`src/rtl/depipe_pkg.sv`:
```
// -----------------------------------------------------------------------------
// depipe_pkg
//  Shared types for the Decode->Execute elastic stage.
//  - ctrl_t       : the five single-bit control flags carried D->E
//  - de_payload_t : full decoded payload at the default field widths
//  - state_t      : occupancy state of the 2-entry skid buffer
//  - occ_of()     : entry count held in a given state
// -----------------------------------------------------------------------------
package depipe_pkg;

    localparam int DE_N   = 32;
    localparam int DE_M   = 4;
    localparam int DE_L   = 3;
    localparam int DE_OPW = 5;

    typedef struct packed {
        logic regw;
        logic memw;
        logic regmem;
        logic aluope;
        logic branch;
    } ctrl_t;

    typedef struct packed {
        ctrl_t              ctrl;
        logic [DE_OPW-1:0]  op_code;
        logic [DE_L-1:0]    alu_ctrl;
        logic [DE_M-1:0]    reg_scr;
        logic [DE_M-1:0]    reg_a_idx;
        logic [DE_M-1:0]    reg_b_idx;
        logic [DE_N-1:0]    reg_a;
        logic [DE_N-1:0]    reg_b;
        logic [DE_N-1:0]    inm;
    } de_payload_t;

    typedef enum logic [1:0] {
        EMPTY = 2'd0,
        ONE   = 2'd1,
        FULL  = 2'd2
    } state_t;

    function automatic logic [1:0] occ_of(input state_t s);
        case (s)
            ONE:     return 2'd1;
            FULL:    return 2'd2;
            default: return 2'd0;
        endcase
    endfunction

endpackage

```
`src/rtl/pipe_skid.sv`:
```
// -----------------------------------------------------------------------------
// pipe_skid
//  Generic 2-entry skid buffer on a flat W-bit payload. The main register
//  drives the output; the skid register absorbs the one extra beat that can
//  arrive while the consumer stalls. ready_o, valid_o and occ_o are flops
//  computed from the next state, so ready_o has no combinational path from
//  ready_i. flush_i empties the buffer and drops any beat offered that cycle.
//  Ports:
//   clk, rst            clock, synchronous active-high reset
//   flush_i             discard contents and the incoming beat
//   valid_i / ready_o   upstream handshake, data_i payload
//   valid_o / ready_i   downstream handshake, data_o payload
//   occ_o               entries held (0..2)
// -----------------------------------------------------------------------------
module pipe_skid
    import depipe_pkg::*;
#(
    parameter int W = 8
) (
    input  logic         clk,
    input  logic         rst,
    input  logic         flush_i,
    input  logic         valid_i,
    output logic         ready_o,
    input  logic [W-1:0] data_i,
    output logic         valid_o,
    input  logic         ready_i,
    output logic [W-1:0] data_o,
    output logic [1:0]   occ_o
);

    state_t       state_q, state_d;
    logic         ready_q, valid_q;
    logic [1:0]   occ_q;
    logic [W-1:0] main_q, main_d;
    logic [W-1:0] skid_q, skid_d;
    logic         in_fire, out_fire;

    assign in_fire  = valid_i & ready_q;
    assign out_fire = valid_q & ready_i;

    // State register; status outputs are registered from the next state.
    // NOTE: sequential state uses non-blocking (<=) so every flop samples
    // pre-edge values regardless of process ordering.
    always_ff @(posedge clk) begin
        if (rst) begin
            state_q <= EMPTY;
            ready_q <= 1'b1;
            valid_q <= 1'b0;
            occ_q   <= 2'd0;
        end else begin
            state_q <= state_d;
            ready_q <= (state_d != FULL);
            valid_q <= (state_d != EMPTY);
            occ_q   <= occ_of(state_d);
        end
    end

    // Next-state logic; flush overrides every handshake.
    // NOTE: each always_comb output gets a default first, so no path
    // leaves it unassigned and no latch is inferred.
    always_comb begin
        state_d = state_q;
        if (flush_i) begin
            state_d = EMPTY;
        end else begin
            case (state_q)
                EMPTY: if (in_fire) state_d = ONE;
                ONE: begin
                    if (in_fire && !out_fire)      state_d = FULL;
                    else if (!in_fire && out_fire) state_d = EMPTY;
                end
                FULL:  if (out_fire) state_d = ONE;
                default: state_d = EMPTY;
            endcase
        end
    end

    // Payload steering. A flushed cycle loads nothing, so the dropped beat
    // can never surface later.
    always_comb begin
        main_d = main_q;
        skid_d = skid_q;
        if (!flush_i) begin
            case (state_q)
                EMPTY: if (in_fire) main_d = data_i;
                ONE: begin
                    if (in_fire) begin
                        if (out_fire) main_d = data_i;
                        else          skid_d = data_i;
                    end
                end
                FULL:  if (out_fire) main_d = skid_q;
                default: ;
            endcase
        end
    end

    // NOTE: the payload registers are reset even though they are datapath:
    // the main register is visible on the outputs during bubbles when data
    // clearing is disabled, and no X may reach the outputs after reset.
    always_ff @(posedge clk) begin
        if (rst) begin
            main_q <= '0;
            skid_q <= '0;
        end else begin
            main_q <= main_d;
            skid_q <= skid_d;
        end
    end

    assign ready_o = ready_q;
    assign valid_o = valid_q;
    assign occ_o   = occ_q;
    assign data_o  = main_q;

endmodule

```
`src/rtl/depipe_elastic.sv`:
```
// -----------------------------------------------------------------------------
// depipe_elastic
//  Decode->Execute pipeline register with valid/ready handshake, 2-entry skid
//  buffer and flush. Full throughput with no combinational ready path.
//  When valid_E is low the stage presents a bubble: control, op_code and
//  ALU control read 0; data/index fields read 0 only when CLEAR_DATA=1.
//  Ports:
//   clk, rst                    clock, synchronous active-high reset
//   flush_E                     kill stage contents and incoming instruction
//   valid_D / ready_D           decode handshake, *_D payload fields
//   valid_E / ready_E           execute handshake, *_E payload fields
//   occ                         entries held (0..2)
// -----------------------------------------------------------------------------
module depipe_elastic
    import depipe_pkg::*;
#(
    parameter int N          = 32,
    parameter int M          = 4,
    parameter int L          = 3,
    parameter int OPW        = 5,
    parameter bit CLEAR_DATA = 1'b1
) (
    input  logic           clk,
    input  logic           rst,
    input  logic           flush_E,
    input  logic           valid_D,
    output logic           ready_D,
    input  logic           regw_D,
    input  logic           memw_D,
    input  logic           regmem_D,
    input  logic           ALUope_D,
    input  logic           branch_D,
    input  logic [OPW-1:0] op_code_D,
    input  logic [L-1:0]   ALUctrl_D,
    input  logic [M-1:0]   regScr_D,
    input  logic [M-1:0]   regAD,
    input  logic [M-1:0]   regBD,
    input  logic [N-1:0]   regA_D,
    input  logic [N-1:0]   regB_D,
    input  logic [N-1:0]   inm_D,
    output logic           valid_E,
    input  logic           ready_E,
    output logic           regw_E,
    output logic           memw_E,
    output logic           regmem_E,
    output logic           ALUope_E,
    output logic           branch_E,
    output logic [OPW-1:0] op_code_E,
    output logic [L-1:0]   ALUctrl_E,
    output logic [M-1:0]   regScr_E,
    output logic [M-1:0]   regAE,
    output logic [M-1:0]   regBE,
    output logic [N-1:0]   regA_E,
    output logic [N-1:0]   regB_E,
    output logic [N-1:0]   inm_E,
    output logic [1:0]     occ
);

    // Payload split: control part (always masked in bubbles) then data part.
    localparam int CW = $bits(ctrl_t) + OPW + L;
    localparam int DW = 3 * M + 3 * N;
    localparam int W  = CW + DW;

    ctrl_t         ctrl_in, ctrl_e;
    logic [W-1:0]  pay_in, pay_out;
    logic [CW-1:0] ctrl_out;
    logic [DW-1:0] data_out;

    assign ctrl_in = '{regw: regw_D, memw: memw_D, regmem: regmem_D,
                       aluope: ALUope_D, branch: branch_D};

    assign pay_in = {ctrl_in, op_code_D, ALUctrl_D,
                     regScr_D, regAD, regBD, regA_D, regB_D, inm_D};

    pipe_skid #(.W(W)) u_skid (
        .clk     (clk),
        .rst     (rst),
        .flush_i (flush_E),
        .valid_i (valid_D),
        .ready_o (ready_D),
        .data_i  (pay_in),
        .valid_o (valid_E),
        .ready_i (ready_E),
        .data_o  (pay_out),
        .occ_o   (occ)
    );

    assign ctrl_out = valid_E ? pay_out[W-1 -: CW] : '0;
    assign data_out = (valid_E || !CLEAR_DATA) ? pay_out[DW-1:0] : '0;

    assign {ctrl_e, op_code_E, ALUctrl_E} = ctrl_out;
    assign regw_E   = ctrl_e.regw;
    assign memw_E   = ctrl_e.memw;
    assign regmem_E = ctrl_e.regmem;
    assign ALUope_E = ctrl_e.aluope;
    assign branch_E = ctrl_e.branch;

    assign {regScr_E, regAE, regBE, regA_E, regB_E, inm_E} = data_out;

endmodule

```
`config.mk`:
```
export PLATFORM = sky130hd
export DESIGN_NAME = depipe_elastic
export DESIGN_NICKNAME = d
export VERILOG_FILES = /design/src/rtl/depipe_pkg.sv /design/src/rtl/pipe_skid.sv /design/src/rtl/depipe_elastic.sv
export SDC_FILE = /design/constraint.sdc
export NUM_CORES = 1
export LEC_CHECK = 0
export ABC_AREA = 1
export CAP_MARGIN = 5
export CORE_ASPECT_RATIO = 2
export CORE_UTILIZATION = 30
export DETAILED_ROUTE_END_ITERATION = 8
export PLACE_DENSITY = 0.58
export SETUP_SLACK_MARGIN = 0.15
export SLEW_MARGIN = 20
export SYNTH_ARGS = -nofsm -noshare
export SYNTH_HDL_FRONTEND = slang
export SYNTH_SLANG_ARGS = --single-unit
```
`constraint.sdc`:
```
create_clock -name clk -period 1.7 [get_ports clk]
set_input_delay 0.34 -clock clk [delete_from_list [all_inputs] [get_ports clk]]
set_output_delay 0.34 -clock clk [all_outputs]
set_load 0.005 [all_outputs]
```
==> results of run 1 <==
power breakdown:
| part | internal (mW) | total [mW] | leakage (nW) | switching [mW] |
|---|---|---|---|---|
| logic | 1.52 | 2.92 | 7.96 | 1.40 |
| clock network | 3.47 | 5.93 | 0.426 | 2.46 |
| registers | 6.10 | 6.36 | 2.03 | 0.261 |
| total | 11.1 | 15.2 | 10.4 | 4.12 |
layout by cell type (no fill, tap or decap), types with 107 or more instances in the layout:
| cell type | synthesis | routed |
|---|---|---|
| clkdlybuf4s50_1 | 0 | 125 |
| dfxtp_1 | 248 | 247 |
| a21oi_1 | 123 | 107 |
| o21ai_0 | 244 | 157 |
| nand2_2 | 2 | 122 |
| nand2_1 | 493 | 245 |
| nand2_4 | 0 | 121 |
| nor2_1 | 243 | 190 |
| buf_6 | 10 | 119 |
| inv_1 | 368 | 277 |
layer usage:
metal | vias to the layer above | wire length [µm]
met2 | 331 | 22700
li1 | 6191 | -
met3 | 100 | 2080
met4 | 0 | 1790
met1 | 5735 | 16100
met5 | - | 0
cell type report:
| type | count | area share [%] |
|---|---|---|
| clock buffer | 30 | 3.45 |
| clock inverter | 13 | 0.884 |
| inverter | 371 | 7.18 |
| multi-input combinational | 1114 | 32.5 |
| sequential | 248 | 25.1 |
| tap | 515 | 3.25 |
| timing repair buffer | 426 | 27.7 |
how the worst min path moves through the flow:
stage	to	cells past startpoint	slack (ps)
floorplan	u_skid.skid_q[100]$_SDFFE_PP0P_	2	420
global placement	u_skid.skid_q[42]$_SDFFE_PP0P_	2	430
detailed placement	u_skid.skid_q[95]$_SDFFE_PP0P_	2	440
CTS	u_skid.skid_q[8]$_SDFFE_PP0P_	3	430
global route	u_skid.skid_q[112]$_SDFFE_PP0P_	3	440
finish	u_skid.skid_q[8]$_SDFFE_PP0P_	3	440
state kept, by name (all words and copies together), names as in the netlist:
| name | cells |
|---|---|
| u_skid.valid_o | 1 |
| u_skid.ready_o | 1 |
| u_skid.state_q | 2 |
| u_skid.occ_o | 2 |
| u_skid.skid_q | 121 |
| u_skid.data_o | 121 |
timing repair:
| item | 4_1_cts | 5_1_grt |
|---|---|---|
| gates resized for setup | 880 | 501 |
| setup buffers | 65 | 16 |
| pin swaps | 95 | 80 |
| cloned | 23 | 28 |
| endpoints found under the setup margin | 264 | 370 |
kinds of logic after synthesis:
kind of cell           after synthesis  synth area share, %
AND/OR/NAND/NOR                    745                 24.3
flip-flops                         248                 42.7
buffers and inverters              489                 17.2
AO/OA/AOI/OAI                      367                 15.8
per-stage QoR:
step	instance area (µm²)	util, %	hold WS, ps	setup WS [ps]
4_1_cts	17600	46.3	430	-353
2_1_floorplan	11600	-	425	221
3_3_place_gp	14800	39.0	431	-216
3_5_place_dp	14800	39.0	437	-281
6_report	19800	52.1	441	-401
5_1_grt	19800	52.1	441	-450
worst max-delay path: cells and delay by family, from the launching register on:
kind | cells | cell delay (ps)
buffers and inverters | 9 | 1240
DFF | 1 | 360
AOI/OAI and AO/OA | 2 | 320
and+or+nand+nor | 1 | 90
==> results.ini, run 1 <==
[placement]
port_buffers = 250
dp_cells = 2543
hpwl_um = 23000
gp_congestion = 0.821

[critical_path]
cpPeakStageDelay_ps = 360
crit_required_ps = 2160
worstSetupPathType = flop to flop
cp_cell_sequence = buf_12 -> buf_6 -> buf_8 -> buf_6 -> buf_4 -> a21oi_1 -> buf_4 -> buf_12 -> nand2_8 -> buf_4 -> clkbuf_16 -> a21oi_1
endpoint = u_skid.skid_q[1]$_SDFFE_PP0P_
cp_max_fo = 11
worstPathArrival_ps = 2560
crit_path_start = u_skid.valid_o$_SDFF_PP0_
rr_worst_depth = 12
startpoint_type = flop
r2r_slack_ps = -400
slowest_stage = dfxtp_4
crit_path_end_kind = flop
reg2reg_from = u_skid.valid_o$_SDFF_PP0_
crit-reg2reg-capture = u_skid.skid_q[1]$_SDFFE_PP0P_
path_common_cell = buf_4

[global_route]
antenna_found_initial = 0
grt_use_met3_pct = 2.88
grt_pass1_wl_um = 58100
globalRouteMet2Util_pct = 35.4
grt_usage_pct = 18.5
busiest_layer = met2
grt.overflow.total = 0
met1_usage_pct = 19.8
grt_pass1_vias = 11300
grt_max_degree = 83

[die]
initial_core_util_pct = 30.5
die_area_um2 = 39600
fp.dieW_um = 141
io-pin-count = 251
core-area_um2 = 38000
die_y_um = 280
num_rows = 101

[finish]
fin_nets = 2312
areaGrowthSynthToFinish_pct = 70.6
stdcell_count = 2717
drive_above_1_share_pct = 35.9
multi_input_area_um2 = 6430
diodes = 0
fillers = 3564
seq_area_um2 = 4970

[routing]
routed_wl_um = 42700
drt_iter0_markers = 440
vias_per_cell = 4.55
dr.pass1.iters = 4
drt.antenna.violating_nets = 0
drc = 0
wl_per_cell_um = 15.7
vias = 12400

[clock_tree]
cts_made_buffers = 25
clkSlewWorstSetupHoldPaths_ps = 60
clockBufferDepth = 3
cts_root_buf = clkbuf_16
cts_hold_buf = 0
clkSinkCount = 248
clk_latency_ps = 540
cts_tree = yes
htreeDepth = 1

[timing]
final_max_slew_viol_count = 0
finalClockSkew_ps = 11.5
fmax_mhz = 476
finalCritPeriodShare_pct = 124
max_slew.worst_pin.slew_ps = 351
setup_viol = 364
rsz0062_at_grt = true
finalHoldViolations = 0
setup_tns_ps = -105340
fin_ws_ps = -401
period_minus_slack_ps = 2100
slew_headroom_pct = 76.6

[logic_synthesis]
ys_types = 17
ys_warn_count = 0
synthCells = 1849
synth.area.top_cells = dfxtp_1 43%, nand2_1 16%, inv_1 12%, o21ai_0 11%, nor2_1 7.9%
netlist_area_um2 = 11600
synth-seq-cells = 248
syn_nets = 1975
synth_top_cell_by_area = dfxtp_1
ys_async_sr_fraction_pct = 0
ys_seq_area_share_pct = 42.7
synth_edf_count = 0
netlist.area_leader.share_pct = 42.7
ys.flop_type = dfxtp_1
syn_avg_cell_area_um2 = 6.28
yosysMostFrequentCell = nand2_1
synthTopCellsByCount = 493 x nand2_1, 368 x inv_1, 248 x dfxtp_1, 244 x o21ai_0, 243 x nor2_1

[hold_path]
hold_start = inm_D[8]
hold_path.class = input port to flop

[power_and_ir_drop]
total_power_mw = 15.2
p_leak_nw = 10.4
power_density_nw_per_um2 = 767
ir_drop_uv = 764

[outcome]
violations = setup timing
outcome = complete, but fails checks

[flow_run]
cap_viol_max_count = 0

(Power assumes the default switching activity.)
==> run 2, diff against run 1 <==
Settings changed: CORE_MARGIN from default to 2, CORE_UTILIZATION 30 to 46, PLACE_DENSITY 0.58 to 0.79, SETUP_SLACK_MARGIN 0.15 to default.
==> results.ini, run 2 (same netlist as run 1, synthesis figures left out) <==
[critical_path]
crit_path_end_kind = flop
cpPeakStageDelay_ps = 380
crit-reg2reg-capture = u_skid.data_o[97]$_SDFFE_PP0P_
reg2reg_from = u_skid.valid_o$_SDFF_PP0_
worstPathArrival_ps = 2610
slowest_stage = dfxtp_4
startpoint_type = flop
cp_max_fo = 6
rr_worst_depth = 13
r2r_slack_ps = -480
worstSetupPathType = flop to flop
path_common_cell = buf_12
crit_required_ps = 2130
cp_cell_sequence = buf_12 -> buf_8 -> buf_16 -> nand2_8 -> nand3_4 -> nand2_4 -> nor2_4 -> buf_12 -> buf_12 -> buf_12 -> buf_16 -> nor2_2 -> nor2_1

[power_and_ir_drop]
ir_drop_uv = 997
p_leak_nw = 11.0
power_density_nw_per_um2 = 734

[routing]
routed_wl_um = 61600
drc = 0
drt.antenna.violating_nets = 0
drt_iter0_markers = 1655
vias_per_cell = 5.80
vias = 14700
dr.pass1.iters = 6
wl_per_cell_um = 24.2

[timing]
fin_ws_ps = -477
final_max_slew_viol_count = 0
max_slew.worst_pin.slew_ps = 631
setup_tns_ps = -94160
rsz0062_at_grt = true
finalClockSkew_ps = 27.5
setup_viol = 366
slew_headroom_pct = 57.5
finalCritPeriodShare_pct = 128
whs_ps = 442
fmax_mhz = 459
finalHoldViolations = 0
period_minus_slack_ps = 2180

[hold_path]
whs_path_depth = 3
hold_start = inm_D[3]
hold_path.class = input port to flop
min_to = u_skid.skid_q[3]$_SDFFE_PP0P_

[outcome]
violations = setup timing
outcome = complete, but fails checks

[clock_tree]
cts_made_buffers = 23
clockBufferDepth = 3
cts_root_buf = clkbuf_16
htreeDepth = 1
clk_latency_ps = 550
cts_hold_buf = 0
cts_tree = yes
clkSlewWorstSetupHoldPaths_ps = 80
clkSinkCount = 248

[finish]
layout_commonest_cell = inv_1
areaGrowthSynthToFinish_pct = 77.9
drive_above_1_share_pct = 43.8
layout_common_cells = 264 x inv_1, 245 x dfxtp_1, 182 x nor2_1
fillers = 1197
fin_nets = 2314
seq_area_um2 = 4970
multi_input_area_um2 = 7410

[global_route]
grt.overflow.total = 0
antenna_found_initial = 2
grt_pass1_vias = 12300
grt_pass1_wl_um = 60900
grt_max_degree = 83
grt_usage_pct = 28.7

[die]
io-pin-count = 251
core-area_um2 = 24900
die_area_um2 = 26600
num_rows = 82
fp.dieW_um = 116
die_y_um = 229
initial_core_util_pct = 46.6

[placement]
port_buffers = 250
gp_congestion = 0.809
hpwl_um = 21200

[flow_run]
cap_viol_max_count = 0

-- run 2: what timing repair did --
item	in CTS	in global routing
pin swaps	95	131
buffers inserted	61	31
gates resized for setup	859	827
gates cloned	35	47
setup endpoints to repair	215	370
-- run 2: final cells by class --
type	instances	area share, %
multi-input cells	1114	35.9
inverters	371	6.86
well taps	336	2.03
flip-flops and latches	248	24.1
clock buffers	27	2.95
diodes	1	0.0121
repair buffers	430	27.7
clock inverters	14	0.539
-- run 2: critical path, delay by kind of cell, from the launching register on --
family | cells | cell delay, ps
buffers and inverters | 7 | 950
flip-flops | 1 | 380
AND/OR/NAND/NOR | 6 | 710
-- run 2: where the power goes --
part           internal, mW  switching, mW  total [mW]
combinational          1.59           1.84        3.43
clock                  2.74           2.57        5.31
sequential             6.10          0.317        6.41
-- run 2: worst max-delay path by stage --
stage / from / to / depth (start not counted) / slack (ps)
floorplan: u_skid.valid_o$_SDFF_PP0_ / inm_E[17] / 5 / 220
global placement: ready_E / u_skid.data_o[11]$_SDFFE_PP0P_ / 10 / -210
detailed placement: ready_E / u_skid.data_o[18]$_SDFFE_PP0P_ / 10 / -260
CTS: u_skid.valid_o$_SDFF_PP0_ / inm_E[21] / 8 / -380
global route: u_skid.state_q[0]$_SDFF_PP0_ / u_skid.data_o[41]$_SDFFE_PP0P_ / 8 / -690
finish: u_skid.valid_o$_SDFF_PP0_ / u_skid.data_o[97]$_SDFFE_PP0P_ / 13 / -480
-- run 2: per-stage QoR --
step / std cells / worst slack (ps) / power (mW) / utilization, % / cell area (µm²)
3_5_place_dp: 2351 / -265 / 8.02 / 57.9 / 14400
4_1_cts: 2488 / -379 / 13.9 / 69.8 / 17400
3_3_place_gp: 2351 / -207 / 7.97 / 57.9 / 14400
2_1_floorplan: 1849 / 221 / 7.30 / - / 11600
5_1_grt: 2541 / -695 / 15.5 / 82.9 / 20700
6_report: 2541 / -477 / 15.2 / 82.9 / 20700
-- run 2: layer usage --
layer  global-route usage, %  up-vias  wire [µm]
li1                        -     6195          -
met1                    29.2     6900      18800
met2                    53.7     1133      30100
met3                    4.35      507       6040
met4                    15.9        2       6680
met5                       0        -         13
